===== config.mk =====
export PLATFORM = sky130hd
export DESIGN_NAME = seq_divider
export DESIGN_NICKNAME = d
export VERILOG_FILES = /design/src/rtl/seq_divider.sv
export SDC_FILE = /design/constraint.sdc
export NUM_CORES = 1
export LEC_CHECK = 0
export ABC_AREA = 1
export CAP_MARGIN = 20
export CORE_MARGIN = 2
export CORE_UTILIZATION = 35
export CTS_BUF_LIST = sky130_fd_sc_hd__clkbuf_4
export DETAILED_ROUTE_END_ITERATION = 6
export GPL_TIMING_DRIVEN = 0
export PLACE_DENSITY = 0.54
export SLEW_MARGIN = 20
export SYNTH_ARGS = -nofsm -noshare
export SYNTH_HDL_FRONTEND = slang
export SYNTH_SLANG_ARGS = --single-unit

===== constraint.sdc =====
create_clock -name clk -period 5.8 [get_ports clk]
set_clock_uncertainty 0.1 [all_clocks]
set_input_delay 0.87 -clock clk [delete_from_list [all_inputs] [get_ports clk]]
set_output_delay 0.87 -clock clk [all_outputs]
set_load 0.02 [all_outputs]

===== src/rtl/seq_divider.sv =====
// Sequential unsigned restoring divider: one shift-subtract-restore step per cycle,
// quotient/remainder/div_by_zero returned with a one-cycle done strobe.
module seq_divider #(
    parameter int WIDTH = 8
) (
    input  logic             clk,
    input  logic             rst_n,
    input  logic             start,
    input  logic [WIDTH-1:0] dividend,
    input  logic [WIDTH-1:0] divisor,
    output logic             busy,
    output logic             done,
    output logic [WIDTH-1:0] quotient,
    output logic [WIDTH-1:0] remainder,
    output logic             div_by_zero
);

    localparam int CW = $clog2(WIDTH + 1);

    localparam logic [0:0] S_IDLE = 1'b0;
    localparam logic [0:0] S_RUN  = 1'b1;

    logic [0:0]       state;
    logic [CW-1:0]    cnt;
    logic [WIDTH-1:0] q_r;
    logic [WIDTH-1:0] d_r;
    logic [WIDTH-1:0] r_r;

    logic [WIDTH:0]   shifted;
    logic [WIDTH:0]   trial;
    logic [WIDTH-1:0] r_nxt;
    logic [WIDTH-1:0] q_nxt;
    logic             last_iter;

    // The partial remainder always stays below the divisor, so its top bit is
    // never needed in storage; only the shifted trial value needs WIDTH+1 bits.
    always_comb begin
        shifted   = {r_r, q_r[WIDTH-1]};
        trial     = shifted - {1'b0, d_r};
        r_nxt     = trial[WIDTH] ? shifted[WIDTH-1:0] : trial[WIDTH-1:0];
        q_nxt     = {q_r[WIDTH-2:0], ~trial[WIDTH]};
        last_iter = (cnt == CW'(WIDTH - 1));
    end

    assign busy = (state == S_RUN);

    always_ff @(posedge clk) begin
        if (!rst_n) begin
            state       <= S_IDLE;
            cnt         <= '0;
            q_r         <= '0;
            d_r         <= '0;
            r_r         <= '0;
            done        <= 1'b0;
            quotient    <= '0;
            remainder   <= '0;
            div_by_zero <= 1'b0;
        end else begin
            done <= 1'b0;
            case (state)
                S_IDLE: begin
                    if (start) begin
                        if (divisor == '0) begin
                            done        <= 1'b1;
                            div_by_zero <= 1'b1;
                            quotient    <= '1;
                            remainder   <= dividend;
                        end else begin
                            q_r   <= dividend;
                            d_r   <= divisor;
                            r_r   <= '0;
                            cnt   <= '0;
                            state <= S_RUN;
                        end
                    end
                end
                default: begin
                    q_r <= q_nxt;
                    r_r <= r_nxt;
                    cnt <= cnt + 1'b1;
                    if (last_iter) begin
                        quotient    <= q_nxt;
                        remainder   <= r_nxt;
                        div_by_zero <= 1'b0;
                        done        <= 1'b1;
                        state       <= S_IDLE;
                    end
                end
            endcase
        end
    end

endmodule

Word-level counts from Yosys, hierarchy flattened
Index checks and enable logic that the tools add are counted.

Logic and storage cells: 53. Input bits: 19. Register bits: 47. Output and inout bits: 19.

Bitwise gates (word level): 3. Add/sub/neg operators: 2. Mux-type cells: 30. Reduce and logical (&&, ||, !) cells: 6. Equal/unequal tests: 3.

Operators with widths (number): $mux 8 (15); $mux 1 (12); $mux 4 (3); $sub 9x8->9 (1); $logic_not 8->1 (1); $reduce_and 3->1 (2); $add 4x1->4 const B (1); $eq 4x3->1 const B (1); $reduce_bool 2->1 (2); $not 1->1 (3); $ne 2x1->1 const B (1); $ne 2x2->1 const B (1); $reduce_and 2->1 (1).

Logic depth before layout (Yosys ltp)
Depth after elaboration: 4. Depth in mapped cells: 14. Mapped depth without buffers: 14.

Least setup slack after synthesis
Ideal clock, no wire load.

Path type: input to register. From: input divisor[5]. To: register r_r[7]. Stages on the path: 9. Setup time: 109 ps. Setup slack: 3820 ps. Arrival time: 1771 ps. Required time: 5591 ps. Buffers on the path: 1. Path through: nor2_1 nand2_1 nor2_2 nor2_1 nor2_2 buf_4 a21oi_1 nand2_1 inv_1.

Longest elaborated chain between the ends: 3.

Ends and longest elaborated chain: start, declared (line 10) `input logic [WIDTH-1:0] divisor,`; $logic_not 8->1 (line 63) `if (divisor == '0) begin`; $ne 2x2->1 (no line); $reduce_and 2->1 (no line); end signal, assigned (line 79) `r_r <= r_nxt;`; end, declared (line 27) `logic [WIDTH-1:0] r_r;`.

No other way between the ends. A chain may end at the register's enable or synchronous reset.

Worst setup path in the final report
From: register state, in the netlist busy. To: output busy.

RTL lines: start, declared (line 23) `logic [0:0] state;`; start signal, assigned (line 49) `state <= S_IDLE;`; start signal, assigned (line 73) `state <= S_RUN;`; start signal, assigned (line 86) `state <= S_IDLE;`; end, declared (line 11) `output logic busy,`.

No word-level cell between the ends.

==> results.cfg <==
[logic_synthesis]
synth_edf_count = 0
synth_seq_cells = 47
syn-cell-area_um2 = 2447
ys_seq_area_frac = 0.3845
synth_top_area_frac = 0.3845
synth.avg_cell_area_um2 = 6.669
yosys_most_used_dff = dfxtp_1
ys_async_sr_fraction = 0
synthCells = 367
synth_nets = 396
ys_types = 30
yosysTopAreaCell = dfxtp_1
synthTopCellsByArea = dfxtp_1 38%, inv_1 11%, nand2_1 11%
ys.warnings.count = 0

[critical_path]
cp_slowest_cell = clkdlybuf4s50_1
timing.setup.critical_path_class = reg2out
cp_num_cells = 1
endpoint_kind = primary output
worst-r2r-setup-slack_ns = 3.60
max_stage_delay_ns = 0.65
critPathTopFamily = buffers and inverters
r2r-end = remainder[7]
required_ns = 4.83
crit_end = busy
crit_path_start = busy
worst_setup_path_start_kind = flop
arrival_ns = 1.48
ff2ff_path_depth = 14
r2r_start = q_r[7]
path_cells = clkdlybuf4s50_1
path_buf_inv = 1
worst-path-max-fanout = 6

[die]
io_pins = 38
initial_utilization = 0.3602
rows = 30
die-area_um2 = 7677
core_um2 = 6794
die_w_um = 87.62
die_height_um = 87.62

[global_route]
met1_usage = 0.2435
grt_util_all_layers = 0.1761
grt_max_degree = 15
grt-ovfl-total = 0
grt_use_met2 = 0.2789
grt_pass1_vias = 2192
top_usage_layer = met2
met3_usage = 0.03110
grt_pass1_wl_mm = 10.49
antenna_found_initial = 0

[clock_network]
hold_buffers = 0
postCtsSetupRepairBufs = 0
cts_buffers = 5
insertion_delay_ns = 0.36
htreeDepth = 2
cts_tree = yes
path_clk_slew_ns = 0.14
cts_resized = 0
cts.sinks = 47
root_buffer = clkbuf_4
ctsLongestPathBuffers = 2

[power]
p_per_area_nw_per_um2 = 231.0
vdd_drop_max_v = 0.00009029
power_leakage_nw = 1.540

[detailed_routing]
drt-initial-drc-count = 142
routed_wl_mm = 6.188
drc = 0
first_pass_iters = 4
vias = 2324
ant_nets = 0
wire_per_inst_um = 12.18
viasPerCell = 4.575

[min_path]
worst_hold_path_type = reg2reg

[sta]
fin_setup_tns_ns = 0
worst_slack_ns = 3.346
min_period_ns = 2.454
setup_violations = 0
relSlewSlack = 0.5740
hold_violations = 0
slew_viol_final = 0
worst_pin_slew_ns = 0.6390
rsz0062_at_grt = no
fmax_mhz = 407.4
period_share = 0.4232
hold_slack_ns = 0.3608

[placement]
dp_slack_ns = 3.110
place_area_um2 = 2938
hpwlAfterDp_mm = 4.807
port_buffers = 37
post-place-cells = 500
gp_congestion = 0.8357

[cells_and_area]
fillers = 761
layout_common_cells = 71 x inv_1, 70 x nand2_1, 47 x dfxtp_1
stdcell_count = 508
diodes = 0
register_area_um2 = 940.9
final_layout_size_suffix_gt1_frac = 0.04612
nNetsFinal = 440
fin_area_um2 = 2990
final_common_cell = inv_1
syn2layout_area_growth_pct = 22.19
multi_input_area_um2 = 1176

[outcome]
status = completed

[job]
cap_viol_max_count = 0
registers in the layout, summed over array words and instances, names as in the netlist:
register,cells
quotient,8
busy,1
r_r,8
cnt,4
div_by_zero,1
q_r,8
remainder,8
done,1
d_r,8
power by group:
part           internal [mW]  switching [mW]
clock                 0.0447           0.110
combinational         0.0689           0.117
sequential             0.339          0.0108
metal layers:
| layer | wire length [um] | share of wire |
|---|---|---|
| met5 | 0 | 0 |
| met4 | 70 | 0.011 |
| met2 | 2848 | 0.46 |
| met3 | 230 | 0.037 |
| met1 | 3038 | 0.49 |
area by class of cell:
class                   count  area share
clock inverters             3    0.005021
flip-flops and latches     47      0.3146
plain buffers              11     0.01757
multi-input cells         235      0.3933
well taps                  96     0.04017
inverters                  74     0.09289
repair buffers             37      0.1238
clock buffers               5     0.01255
how the worst min path moves through the flow:
stage	from	slack, ns	cells after the start	endpoint
after floorplan	d_r[0]	0.33	2	d_r[0]
after global placement	q_r[6]	0.34	2	q_r[6]
after detailed placement	q_r[6]	0.34	2	q_r[6]
after CTS	q_r[6]	0.36	2	q_r[6]
after global routing	q_r[6]	0.39	2	q_r[6]
final	q_r[6]	0.36	2	q_r[6]
logic make-up after synthesis:
family,count (synthesis),synth area share
adders and majority gates,10,0.05419
DFF,47,0.3845
buffers and inverters,85,0.1350
and+or+nand+nor,165,0.2899
xor gates and xnor gates,3,0.01074
AOI/OAI and AO/OA,57,0.1258
synth_stat cells (2+ instances only):
master	n
a21oi_1	25
a31oi_1	2
buf_2	2
buf_4	2
clkbuf_1	5
clkinv_1	2
dfxtp_1	47
ha_1	9
inv_1	71
nand2_1	70
nand2_2	3
nand3_1	41
nand4_1	2
nor2_1	40
nor2_2	2
nor4_1	5
o21ai_0	24
o21ai_1	2
xor2_1	2
through the flow:
step	util	power, mW
floorplan	-	0.4900
global placement	0.4324	0.5413
detailed placement	0.4324	0.5437
CTS	0.4401	0.7025
global route	0.4401	0.7449
finish	0.4401	0.6908
Note: power is estimated with default switching activity, not from simulation.
